`config.mk`:
```
export PLATFORM = sky130hd
export DESIGN_NAME = sdio_spi_burst_ctrl_flat
export DESIGN_NICKNAME = d
export VERILOG_FILES = /design/src/rtl/sdio_spi_burst_ctrl_if.sv /design/src/rtl/sdio_spi_burst_ctrl.sv /design/src/flat_wrapper.sv
export SDC_FILE = /design/constraint.sdc
export NUM_CORES = 1
export LEC_CHECK = 0
export ABC_AREA = 1
export CORE_ASPECT_RATIO = 0.5
export CORE_MARGIN = 2
export CORE_UTILIZATION = 45
export DETAILED_ROUTE_END_ITERATION = 7
export GPL_TIMING_DRIVEN = 0
export PLACE_DENSITY = 0.79
export REMOVE_ABC_BUFFERS = 1
export SLEW_MARGIN = 20
export SYNTH_ARGS = -nofsm -noshare
export SYNTH_HDL_FRONTEND = slang
export SYNTH_SLANG_ARGS = --single-unit
```
`constraint.sdc`:
```
create_clock -name clk -period 1.25 [get_ports clk]
set_input_delay 0.125 -clock clk [delete_from_list [all_inputs] [get_ports clk]]
set_output_delay 0.125 -clock clk [all_outputs]
set_load 0.01 [all_outputs]
```
`src/rtl/sdio_spi_burst_ctrl_if.sv`:
```
// ---------------------------------------------------------------------------
// sdio_spi_burst_ctrl_if
//   Bundles the SPI-slave byte handshake, the SDIO capture-FIFO read port and
//   the control/status outputs of sdio_spi_burst_ctrl.
//
//   slave  modport : seen by the controller (SPI/FIFO inputs, control outputs)
//   master modport : seen by whatever drives the controller (SPI slave + FIFO)
//
//   Signals:
//     rx_valid/rx_data   received SPI byte, one-cycle pulse
//     tx_done            SPI slave finished shifting tx_data
//     tx_data            byte for the next SPI transfer
//     fifo_rd            one-cycle FIFO pop strobe
//     fifo_dat           FIFO read data, valid the cycle after fifo_rd
//     fifo_empty         FIFO empty flag
//     fifo_level         FIFO occupancy (LVL_W bits)
//     ctrl_reg / sd_en   SDIO control register and its enable bit
//     busy / burst_err   sequencer not idle / sticky burst error
// ---------------------------------------------------------------------------
interface sdio_spi_burst_ctrl_if #(
    parameter int LVL_W = 6
);
    logic             rx_valid;
    logic [7:0]       rx_data;
    logic             tx_done;
    logic [7:0]       tx_data;
    logic             fifo_rd;
    logic [7:0]       fifo_dat;
    logic             fifo_empty;
    logic [LVL_W-1:0] fifo_level;
    logic [7:0]       ctrl_reg;
    logic             sd_en;
    logic             busy;
    logic             burst_err;

    modport slave (
        input  rx_valid, rx_data, tx_done, fifo_dat, fifo_empty, fifo_level,
        output tx_data, fifo_rd, ctrl_reg, sd_en, busy, burst_err
    );

    modport master (
        output rx_valid, rx_data, tx_done, fifo_dat, fifo_empty, fifo_level,
        input  tx_data, fifo_rd, ctrl_reg, sd_en, busy, burst_err
    );
endinterface

```
`src/rtl/sdio_spi_burst_ctrl.sv`:
```
// ---------------------------------------------------------------------------
// sdio_spi_burst_ctrl
//   Command sequencer between the SPI slave byte interface and the SDIO
//   capture FIFO. Decodes host command bytes:
//     0x02 <b>   write SDIO control register
//     0x03       load control register into tx_data
//     0x05       load status {burst_err, fifo_empty, level} into tx_data,
//                clearing burst_err
//     0xCC <n>   burst read of n FIFO bytes, one per SPI transfer, paced by
//                tx_done; ABORT_BYTE received mid-burst aborts it
//
// Ports:
//   clk     system clock, rising edge
//   rst     asynchronous active-high reset
//   io_bus  sdio_spi_burst_ctrl_if.slave (see interface file); the interface
//           instance must use the same LVL_W as this module
//
// Parameters:
//   LVL_W       FIFO level width (1..6)
//   ABORT_BYTE  byte that aborts a running burst
//   FILL_BYTE   byte loaded on empty-wait timeout (timeout build only)
//   TIMEOUT     empty-wait cycles before fill (timeout build only)
//
// Build option:
//   SDIO_SPI_BURST_TIMEOUT_EN  when defined, a burst stalled on an empty FIFO
//   for TIMEOUT cycles sends FILL_BYTE instead and flags burst_err. When not
//   defined the burst waits for data indefinitely.
// ---------------------------------------------------------------------------
module sdio_spi_burst_ctrl #(
    parameter int         LVL_W      = 6,
    parameter logic [7:0] ABORT_BYTE = 8'hA5,
    parameter logic [7:0] FILL_BYTE  = 8'hFF,
    parameter int         TIMEOUT    = 1024
) (
    input logic                  clk,
    input logic                  rst,
    sdio_spi_burst_ctrl_if.slave io_bus
);

    localparam logic [7:0] CMD_WR_CTRL = 8'h02;
    localparam logic [7:0] CMD_RD_CTRL = 8'h03;
    localparam logic [7:0] CMD_STATUS  = 8'h05;
    localparam logic [7:0] CMD_BURST   = 8'hCC;

    // FETCH is the cycle fifo_rd is high; the FIFO answers one cycle later,
    // which is the cycle LOAD captures fifo_dat. This gives the two-cycle
    // pop-to-tx_data latency.
    typedef enum logic [2:0] {
        S_IDLE,
        S_WR_CTRL,
        S_GET_LEN,
        S_POP,
        S_FETCH,
        S_LOAD,
        S_WAIT_TX
    } state_t;

    state_t     r_state, w_state_nxt;
    logic [7:0] r_tx_data, w_tx_data_nxt;
    logic [7:0] r_ctrl, w_ctrl_nxt;
    logic       r_fifo_rd, w_fifo_rd_nxt;
    logic       r_burst_err, w_burst_err_nxt;
    logic [7:0] r_remaining, w_remaining_nxt;

    logic       w_abort;
    logic [5:0] w_level6;
    logic [7:0] w_status;

    assign w_abort  = io_bus.rx_valid && (io_bus.rx_data == ABORT_BYTE);
    assign w_level6 = 6'(io_bus.fifo_level);
    assign w_status = {r_burst_err, io_bus.fifo_empty, w_level6};

`ifdef SDIO_SPI_BURST_TIMEOUT_EN
    localparam int CNT_W = (TIMEOUT > 1) ? $clog2(TIMEOUT) : 1;

    logic [CNT_W-1:0] r_wait_cnt, w_wait_cnt_nxt;
    logic             w_timeout;

    // Fires on the TIMEOUT-th consecutive empty cycle spent in POP.
    assign w_timeout = (r_wait_cnt == CNT_W'(TIMEOUT - 1));
`else
    logic w_unused_cfg;
    assign w_unused_cfg = ^{FILL_BYTE, TIMEOUT[7:0]};
`endif

    // -----------------------------------------------------------------------
    // State and registered outputs
    // -----------------------------------------------------------------------
    always_ff @(posedge clk or posedge rst) begin
        if (rst) begin
            r_state     <= S_IDLE;
            r_tx_data   <= 8'h00;
            r_ctrl      <= 8'h00;
            r_fifo_rd   <= 1'b0;
            r_burst_err <= 1'b0;
            r_remaining <= 8'h00;
        end else begin
            r_state     <= w_state_nxt;
            r_tx_data   <= w_tx_data_nxt;
            r_ctrl      <= w_ctrl_nxt;
            r_fifo_rd   <= w_fifo_rd_nxt;
            r_burst_err <= w_burst_err_nxt;
            r_remaining <= w_remaining_nxt;
        end
    end

`ifdef SDIO_SPI_BURST_TIMEOUT_EN
    always_ff @(posedge clk or posedge rst) begin
        if (rst) begin
            r_wait_cnt <= '0;
        end else begin
            r_wait_cnt <= w_wait_cnt_nxt;
        end
    end
`endif

    // -----------------------------------------------------------------------
    // Next-state and next-output decode
    // -----------------------------------------------------------------------
    always_comb begin
        w_state_nxt     = r_state;
        w_tx_data_nxt   = r_tx_data;
        w_ctrl_nxt      = r_ctrl;
        w_fifo_rd_nxt   = 1'b0;
        w_burst_err_nxt = r_burst_err;
        w_remaining_nxt = r_remaining;
`ifdef SDIO_SPI_BURST_TIMEOUT_EN
        w_wait_cnt_nxt  = r_wait_cnt;
`endif

        unique case (r_state)
            S_IDLE: begin
                if (io_bus.rx_valid) begin
                    case (io_bus.rx_data)
                        CMD_WR_CTRL: w_state_nxt = S_WR_CTRL;
                        CMD_RD_CTRL: w_tx_data_nxt = r_ctrl;
                        CMD_STATUS: begin
                            // Snapshot holds the pre-clear error bit.
                            w_tx_data_nxt   = w_status;
                            w_burst_err_nxt = 1'b0;
                        end
                        CMD_BURST:   w_state_nxt = S_GET_LEN;
                        default:     ;
                    endcase
                end
            end

            S_WR_CTRL: begin
                if (io_bus.rx_valid) begin
                    w_ctrl_nxt  = io_bus.rx_data;
                    w_state_nxt = S_IDLE;
                end
            end

            S_GET_LEN: begin
                if (io_bus.rx_valid) begin
                    w_remaining_nxt = io_bus.rx_data;
                    w_state_nxt     = (io_bus.rx_data == 8'h00) ? S_IDLE : S_POP;
                end
            end

            S_POP: begin
                if (w_abort) begin
                    w_burst_err_nxt = 1'b1;
                    w_state_nxt     = S_IDLE;
                end else if (!io_bus.fifo_empty) begin
                    w_fifo_rd_nxt = 1'b1;
                    w_state_nxt   = S_FETCH;
                end
`ifdef SDIO_SPI_BURST_TIMEOUT_EN
                else if (w_timeout) begin
                    // Behaves like LOAD with FILL_BYTE as data; no pop.
                    w_tx_data_nxt   = FILL_BYTE;
                    w_remaining_nxt = r_remaining - 8'd1;
                    w_burst_err_nxt = 1'b1;
                    w_state_nxt     = (r_remaining <= 8'd1) ? S_IDLE : S_WAIT_TX;
                end else begin
                    w_wait_cnt_nxt = r_wait_cnt + 1'b1;
                end
`endif
            end

            S_FETCH: w_state_nxt = S_LOAD;

            S_LOAD: begin
                w_tx_data_nxt = io_bus.fifo_dat;
                // remaining is always >= 1 here; the guard keeps it from
                // ever wrapping.
                if (r_remaining != 8'd0) begin
                    w_remaining_nxt = r_remaining - 8'd1;
                end
                w_state_nxt = (r_remaining <= 8'd1) ? S_IDLE : S_WAIT_TX;
            end

            S_WAIT_TX: begin
                // Abort takes priority over a coincident tx_done.
                if (w_abort) begin
                    w_burst_err_nxt = 1'b1;
                    w_state_nxt     = S_IDLE;
                end else if (io_bus.tx_done) begin
                    w_state_nxt = S_POP;
                end
            end

            default: w_state_nxt = S_IDLE;
        endcase

`ifdef SDIO_SPI_BURST_TIMEOUT_EN
        if (w_state_nxt != S_POP) begin
            w_wait_cnt_nxt = '0;
        end
`endif
    end

    // -----------------------------------------------------------------------
    // Outputs
    // -----------------------------------------------------------------------
    assign io_bus.tx_data   = r_tx_data;
    assign io_bus.fifo_rd   = r_fifo_rd;
    assign io_bus.ctrl_reg  = r_ctrl;
    assign io_bus.sd_en     = r_ctrl[0];
    assign io_bus.busy      = (r_state != S_IDLE);
    assign io_bus.burst_err = r_burst_err;

endmodule

```
`src/flat_wrapper.sv`:
```
// flat-port wrapper written by rule: the top's interface ports become plain ports
module sdio_spi_burst_ctrl_flat 
#(
    parameter int         LVL_W      = 6,
    parameter logic [7:0] ABORT_BYTE = 8'hA5,
    parameter logic [7:0] FILL_BYTE  = 8'hFF,
    parameter int         TIMEOUT    = 1024
)
  (clk, rst, io_bus_rx_valid, io_bus_rx_data, io_bus_tx_done, io_bus_fifo_dat, io_bus_fifo_empty, io_bus_fifo_level, io_bus_tx_data, io_bus_fifo_rd, io_bus_ctrl_reg, io_bus_sd_en, io_bus_busy, io_bus_burst_err);
  sdio_spi_burst_ctrl_if #(.LVL_W(LVL_W)) io_bus_i ();
  input logic clk;
  input logic rst;
  input wire logic [$bits(io_bus_i.rx_valid)-1:0] io_bus_rx_valid;
  input wire logic [$bits(io_bus_i.rx_data)-1:0] io_bus_rx_data;
  input wire logic [$bits(io_bus_i.tx_done)-1:0] io_bus_tx_done;
  input wire logic [$bits(io_bus_i.fifo_dat)-1:0] io_bus_fifo_dat;
  input wire logic [$bits(io_bus_i.fifo_empty)-1:0] io_bus_fifo_empty;
  input wire logic [$bits(io_bus_i.fifo_level)-1:0] io_bus_fifo_level;
  output wire logic [$bits(io_bus_i.tx_data)-1:0] io_bus_tx_data;
  output wire logic [$bits(io_bus_i.fifo_rd)-1:0] io_bus_fifo_rd;
  output wire logic [$bits(io_bus_i.ctrl_reg)-1:0] io_bus_ctrl_reg;
  output wire logic [$bits(io_bus_i.sd_en)-1:0] io_bus_sd_en;
  output wire logic [$bits(io_bus_i.busy)-1:0] io_bus_busy;
  output wire logic [$bits(io_bus_i.burst_err)-1:0] io_bus_burst_err;
  assign io_bus_i.rx_valid = io_bus_rx_valid;
  assign io_bus_i.rx_data = io_bus_rx_data;
  assign io_bus_i.tx_done = io_bus_tx_done;
  assign io_bus_i.fifo_dat = io_bus_fifo_dat;
  assign io_bus_i.fifo_empty = io_bus_fifo_empty;
  assign io_bus_i.fifo_level = io_bus_fifo_level;
  assign io_bus_tx_data = io_bus_i.tx_data;
  assign io_bus_fifo_rd = io_bus_i.fifo_rd;
  assign io_bus_ctrl_reg = io_bus_i.ctrl_reg;
  assign io_bus_sd_en = io_bus_i.sd_en;
  assign io_bus_busy = io_bus_i.busy;
  assign io_bus_burst_err = io_bus_i.burst_err;
  sdio_spi_burst_ctrl #(.LVL_W(LVL_W), .ABORT_BYTE(ABORT_BYTE), .FILL_BYTE(FILL_BYTE), .TIMEOUT(TIMEOUT)) u_core (.clk(clk), .rst(rst), .io_bus(io_bus_i));
endmodule
```
# Word level (Yosys, flattened, before mapping)

Index checks and enable logic that the tools add are counted.

Reductions and logical operators: 14
Multipliers: 0
$lt $le $gt $ge: 1
Equal/unequal tests: 21
Mux-type cells: 24
$add $sub $neg: 1
Shift operators: 0
Bitwise operators: 0
Divide/modulo/power cells: 0

Operators by type and width:

| operator                                                                          | number |
|---|---|
| 8-bit one-hot mux with 2 select lines                                             | 3 |
| 3-bit 2-to-1 mux                                                                  | 8 |
| 8-bit 2-to-1 mux                                                                  | 3 |
| 3-bit one-hot mux with 7 select lines                                             | 1 |
| 8-bit by 2-bit equality test with 1-bit output (second input constant)            | 2 |
| 8-bit equality test (second input constant)                                       | 2 |
| 3-bit equality test (second input constant)                                       | 3 |
| 8-bit by 3-bit equality test with 1-bit output (second input constant)            | 1 |
| 8-bit by 1-bit less-or-equal comparator with 1-bit output (second input constant) | 1 |
| 8-bit zero test                                                                   | 1 |
| 2-bit != test (second input constant)                                             | 4 |
| 8-bit nonzero test                                                                | 1 |
| 8-bit by 1-bit subtractor with 8-bit output (second input constant)               | 1 |
| 3-bit by 2-bit equality test with 1-bit output (second input constant)            | 2 |
| 1-bit 2-to-1 mux                                                                  | 6 |
| 3-bit by 2-bit != test with 1-bit output (second input constant)                  | 2 |
| 3-bit != test (second input constant)                                             | 2 |
| 3-bit one-hot mux with 2 select lines                                             | 1 |
| 3-bit AND reduction                                                               | 2 |
| 6-bit AND reduction                                                               | 1 |
| 2-bit nonzero test                                                                | 3 |
| 2-bit by 1-bit != test with 1-bit output (second input constant)                  | 2 |
| 4-bit AND reduction                                                               | 1 |
| 3-bit by 1-bit equality test with 1-bit output (second input constant)            | 1 |
| other kinds (7)                                                                   | 7 |

Register bits: 29
Bits in latches: 0
Logic and storage cells: 67
Memory bits (writable): 0
Output and inout port bits: 20
Memory bits (read-only): 0
Input port bits: 27
Memories kept: 0

# Longest topological paths before layout

Word-level depth: 4
Gate-level depth with buffers: 11
Mapped depth without buffers: 10

# Worst setup path after synthesis

Ideal clock, no wire load.

Path type: register -> register
From: register u_core.r_remaining[0]
To: register u_core.r_remaining[6]
Stages on the path, launching flop included: 10
Slack: -94 ps
Arrival time: 1223 ps
Setup time: 121 ps
Path buffers: 0
Required time: 1129 ps
Period minus slack after synthesis: 1344 ps
Cells stage by stage: dfrtp_1 -> inv_1 -> ha_1 -> inv_1 -> nor3_1 -> nand2_1 -> nand2_1 -> nand2_1 -> nand2_1 -> o21ai_1

Longest elaborated chain between the ends: 3
Elaborated cells between the ends (all ways): 6
Those cells by class: 1 x add/sub; 1 x eq/ne; 2 x mux; 2 x reduce/logical

Ends and longest elaborated chain:

| element                                                                           | line                                                   | RTL |
|---|---|---|
| start: declaration                                                                | sdio_spi_burst_ctrl.sv:63                              | `logic [7:0] r_remaining, w_remaining_nxt;` |
| start signal: assignment                                                          | sdio_spi_burst_ctrl.sv:103                             | `r_remaining <= w_remaining_nxt;` |
| 8-bit by 1-bit subtractor with 8-bit output or 8-bit nonzero test (tied branches) | sdio_spi_burst_ctrl.sv:190, sdio_spi_burst_ctrl.sv:189 |  |
| 8-bit 2-to-1 mux or 2-bit by 1-bit != test with 1-bit output (tied branches)      | n/a                                                    |  |
| 8-bit one-hot mux with 2 select lines or 3-bit AND reduction (tied branches)      | n/a                                                    |  |

Parallel ways exist; a longest one is shown, timed or not. The select of a mux whose other input is x is not followed.
A chain may end at the register's enable or synchronous reset.

# Worst setup path after layout

From: input io_bus_rx_data[1]
To: register u_core.r_tx_data[7], in the netlist u_core.io_bus.tx_data[7]

Longest elaborated chain between the ends: 4
Elaborated cells between the ends (all ways): 7
Those cells by class: 3 x eq/ne; 3 x mux; 1 x reduce/logical

Ends and longest elaborated chain:

| element                                                                                                          | line                       | RTL |
|---|---|---|
| start: declaration                                                                                               | flat_wrapper.sv:14         | `input wire logic [$bits(io_bus_i.rx_data)-1:0] io_bus_rx_data;` |
| 8-bit by 3-bit equality test with 1-bit output or 8-bit by 2-bit equality test with 1-bit output (tied branches) | sdio_spi_burst_ctrl.sv:134 | `case (io_bus.rx_data)` |
| 8-bit one-hot mux with 2 select lines                                                                            | sdio_spi_burst_ctrl.sv:134 |  |
| 8-bit 2-to-1 mux                                                                                                 | sdio_spi_burst_ctrl.sv:133 | `if (io_bus.rx_valid) begin` |
| 8-bit one-hot mux with 2 select lines                                                                            | sdio_spi_burst_ctrl.sv:131 | `unique case (r_state)` |
| end signal: assignment                                                                                           | sdio_spi_burst_ctrl.sv:99  | `r_tx_data <= w_tx_data_nxt;` |
| end: declaration                                                                                                 | sdio_spi_burst_ctrl.sv:59  | `logic [7:0] r_tx_data, w_tx_data_nxt;` |

Parallel ways exist; a longest one is shown, timed or not. The select of a mux whose other input is x is not followed.

==> run summary <==
area of the core - 4020 um2
Syn Area/Cell - 6.50 um2
Worst Setup Path Type - primary input to flop
total congestion overflow - 0
via count - 2352
pin count of the biggest net entering global routing - 30
slew margin rel. - 0.558
Yosys cell types - 25
failing checks - negative setup slack
ant diodes - 0
Min-Delay Path Depth - 3
worst hold margin - 0.191 ns
most common library cells after synthesis - nand2_1 (120), inv_1 (40), dfrtp_1 (29)
r2r startpoint - u_core.r_state[0]
die width - 96.8 um
hpwl dp - 3560 um
Area contributors post-synth - dfrtp_1 (37%), nand2_1 (23%), inv_1 (7.8%)
clock skew - 0.00449 ns
clock share of power - 0.132
initial core utilization - 0.481
minimum clock period - 1.54 ns
area leader, netlist - dfrtp_1
Die Height - 50.4 um
sequential power share - 0.287
prevailing post-synth register cell - dfrtp_1
WP data arrival - 1.77 ns
Async SR Flop Fraction - 1.00
Leakage - 1.57 nW
DRC violations left - 0
Root Buffer - clkbuf_8
HP Class - primary input to flop
GRT busiest layer - met2
P&R area growth vs syn - 53.0%
TritonCTS clock tree - built
Routed WL per cell - 16.4 um
gr usage total - 0.263
number of nets with antenna violations after routing - 0
pwr dens - 1980 nW/um2
Final TNS setup - -5.68 ns
proportion of layout cells with a drive suffix above 1 - 0.267
Synth top area share - 0.375
fmax - 648 MHz
number of global-route vias before repair - 2172
Syn. warnings - 0
clock tree buffer depth - 2
met1 Use GR - 0.301
final setup fails - 29
Filler cells - 292
initial antenna violation count - 0
Max Transition Viols Final - 0
number of synthesized register bits - 29
Max-cap violations - 0
# nets final - 403
switching share of power - 0.463
IO buf count - 46
Ports - 47
total CTS buffers - 5
CTS HTree Levels - 2
global routing usage on met2 - 0.473
Vias/cell - 5.50
Post-Syn Area - 1940 um2
power share of the combinational group - 0.582
total routed wirelength - 7020 um
GPL Wtd Cong - 0.831
Clock Sinks - 29
critical path endpoint category - flop
RSZ-0062 raised after global routing - yes
first-pass GRT wire length - 9990 um
num rows - 16
Crit path required time - 1.47 ns
clock-pin slew on the worst setup and hold paths - 0.07 ns
CP max FO - 8
synthesized netlist cell count - 298
Die ar. - 4880 um2
status - finished, violations left
final hold violations - 0
crit path from - io_bus_rx_data[1]
Hold Path Origin - io_bus_rx_data[5]
worst slew pin tran - 0.662 ns
Final WS setup - -0.294 ns
Seq/Total Area, Yosys - 0.375
worst skew pair latency - 0.28 ns
FF-to-FF path depth - 10
DRT iter0 DRCs - 223
period utilization - 1.23
drt pass-1 iters - 5
Peak VDD IR - 1.02 mV
sw power - 2.72 mW
most common cell in the synthesized netlist - nand2_1
Internal Power - 3.15 mW
CP startpoint kind - primary input
M3 GR Usage - 0.0627
number of synthesized flops with an enable pin - 0
## repair_timing
item,4_1_cts,5_1_grt
hold buffers,0,0
pin swaps,23,8
cloned,2,1
buffers inserted,18,8
endpoints found under the setup margin,48,29
gates resized for setup,84,24
## power groups by stage
stage	clock [mW]	sequential (mW)	combinational, mW
2_1_floorplan	0	1.71	1.37
3_3_place_gp	0	1.63	2.33
3_5_place_dp	0	1.65	2.40
4_1_cts	0.764	1.64	2.93
5_1_grt	0.810	1.74	3.71
6_report	0.772	1.68	3.41
## through the flow
stage	power (mW)	area [um2]	cells	worst slack, ns	util
after floorplan	3.08	1880	291	-0.177	-
after global placement	3.96	2410	391	-0.557	0.598
after detailed placement	4.05	2410	391	-0.584	0.598
after CTS	5.33	2800	419	-0.123	0.696
after global routing	6.26	2960	428	-0.353	0.736
final	5.87	2960	428	-0.294	0.736
## cell usage in the layout (no fill, tap or decap), drive strengths merged, types with 2 or more instances in the layout
master and instances:
ha 3, clkinv 4, buf 27, inv 43, clkbuf 7, o21ai 32, clkdlybuf4s50 24, nand3 23
nor3 4, a21oi 3, dlygate4sd2 20, nand4 2, nand2 124, dfrtp 29, nor2 26
## worst paths after layout
kind,end,slack [ns]
worst max-delay path,u_core.io_bus.tx_data[7],-0.29
worst min-delay path,u_core.r_remaining[5],0.19
worst max register to register,u_core.io_bus.burst_err,-0.27
worst min register to register,u_core.io_bus.tx_data[6],0.48
max in group asynchronous,u_core.r_state[1],0.55
min in group asynchronous,u_core.io_bus.tx_data[5],0.28
## worst max-delay path, stage by stage
cell,delay (ns)
clkdlybuf4s50_1,0.61
inv_1,0.14
nor3_1,0.29
nand2_1,0.16
nand3_4,0.12
nand2_4,0.11
inv_8,0.10
nand2_1,0.06
nand2_1,0.06
## area by class of cell
cell class	instances	area [um2]	area share
Timing Repair Buffer	73	683	0.231
Clock buffer	6	72.6	0.0245
Tap cell	54	67.6	0.0228
Sequential cell	29	727	0.245
Timing Repair inverter	1	11.3	0.00380
Clock inverter	2	10.0	0.00338
Inverter	45	196	0.0663
Multi-Input combinational cell	218	1190	0.403
## logic make-up (layout without fill, tap and decap cells)
logic type	count (synthesis)	after routing	share of synthesized area
simple gates	178	179	0.384
fa+ha+maj	3	3	0.0194
buf+inv	52	127	0.121
flops	29	29	0.375
compound gates	36	36	0.101
## metal layers
metal,share of wire,wire [um]
met1,0.38,2680
met2,0.47,3290
met3,0.093,655
met4,0.055,389
met5,0,0
Note: power is estimated with default switching activity, not from simulation.
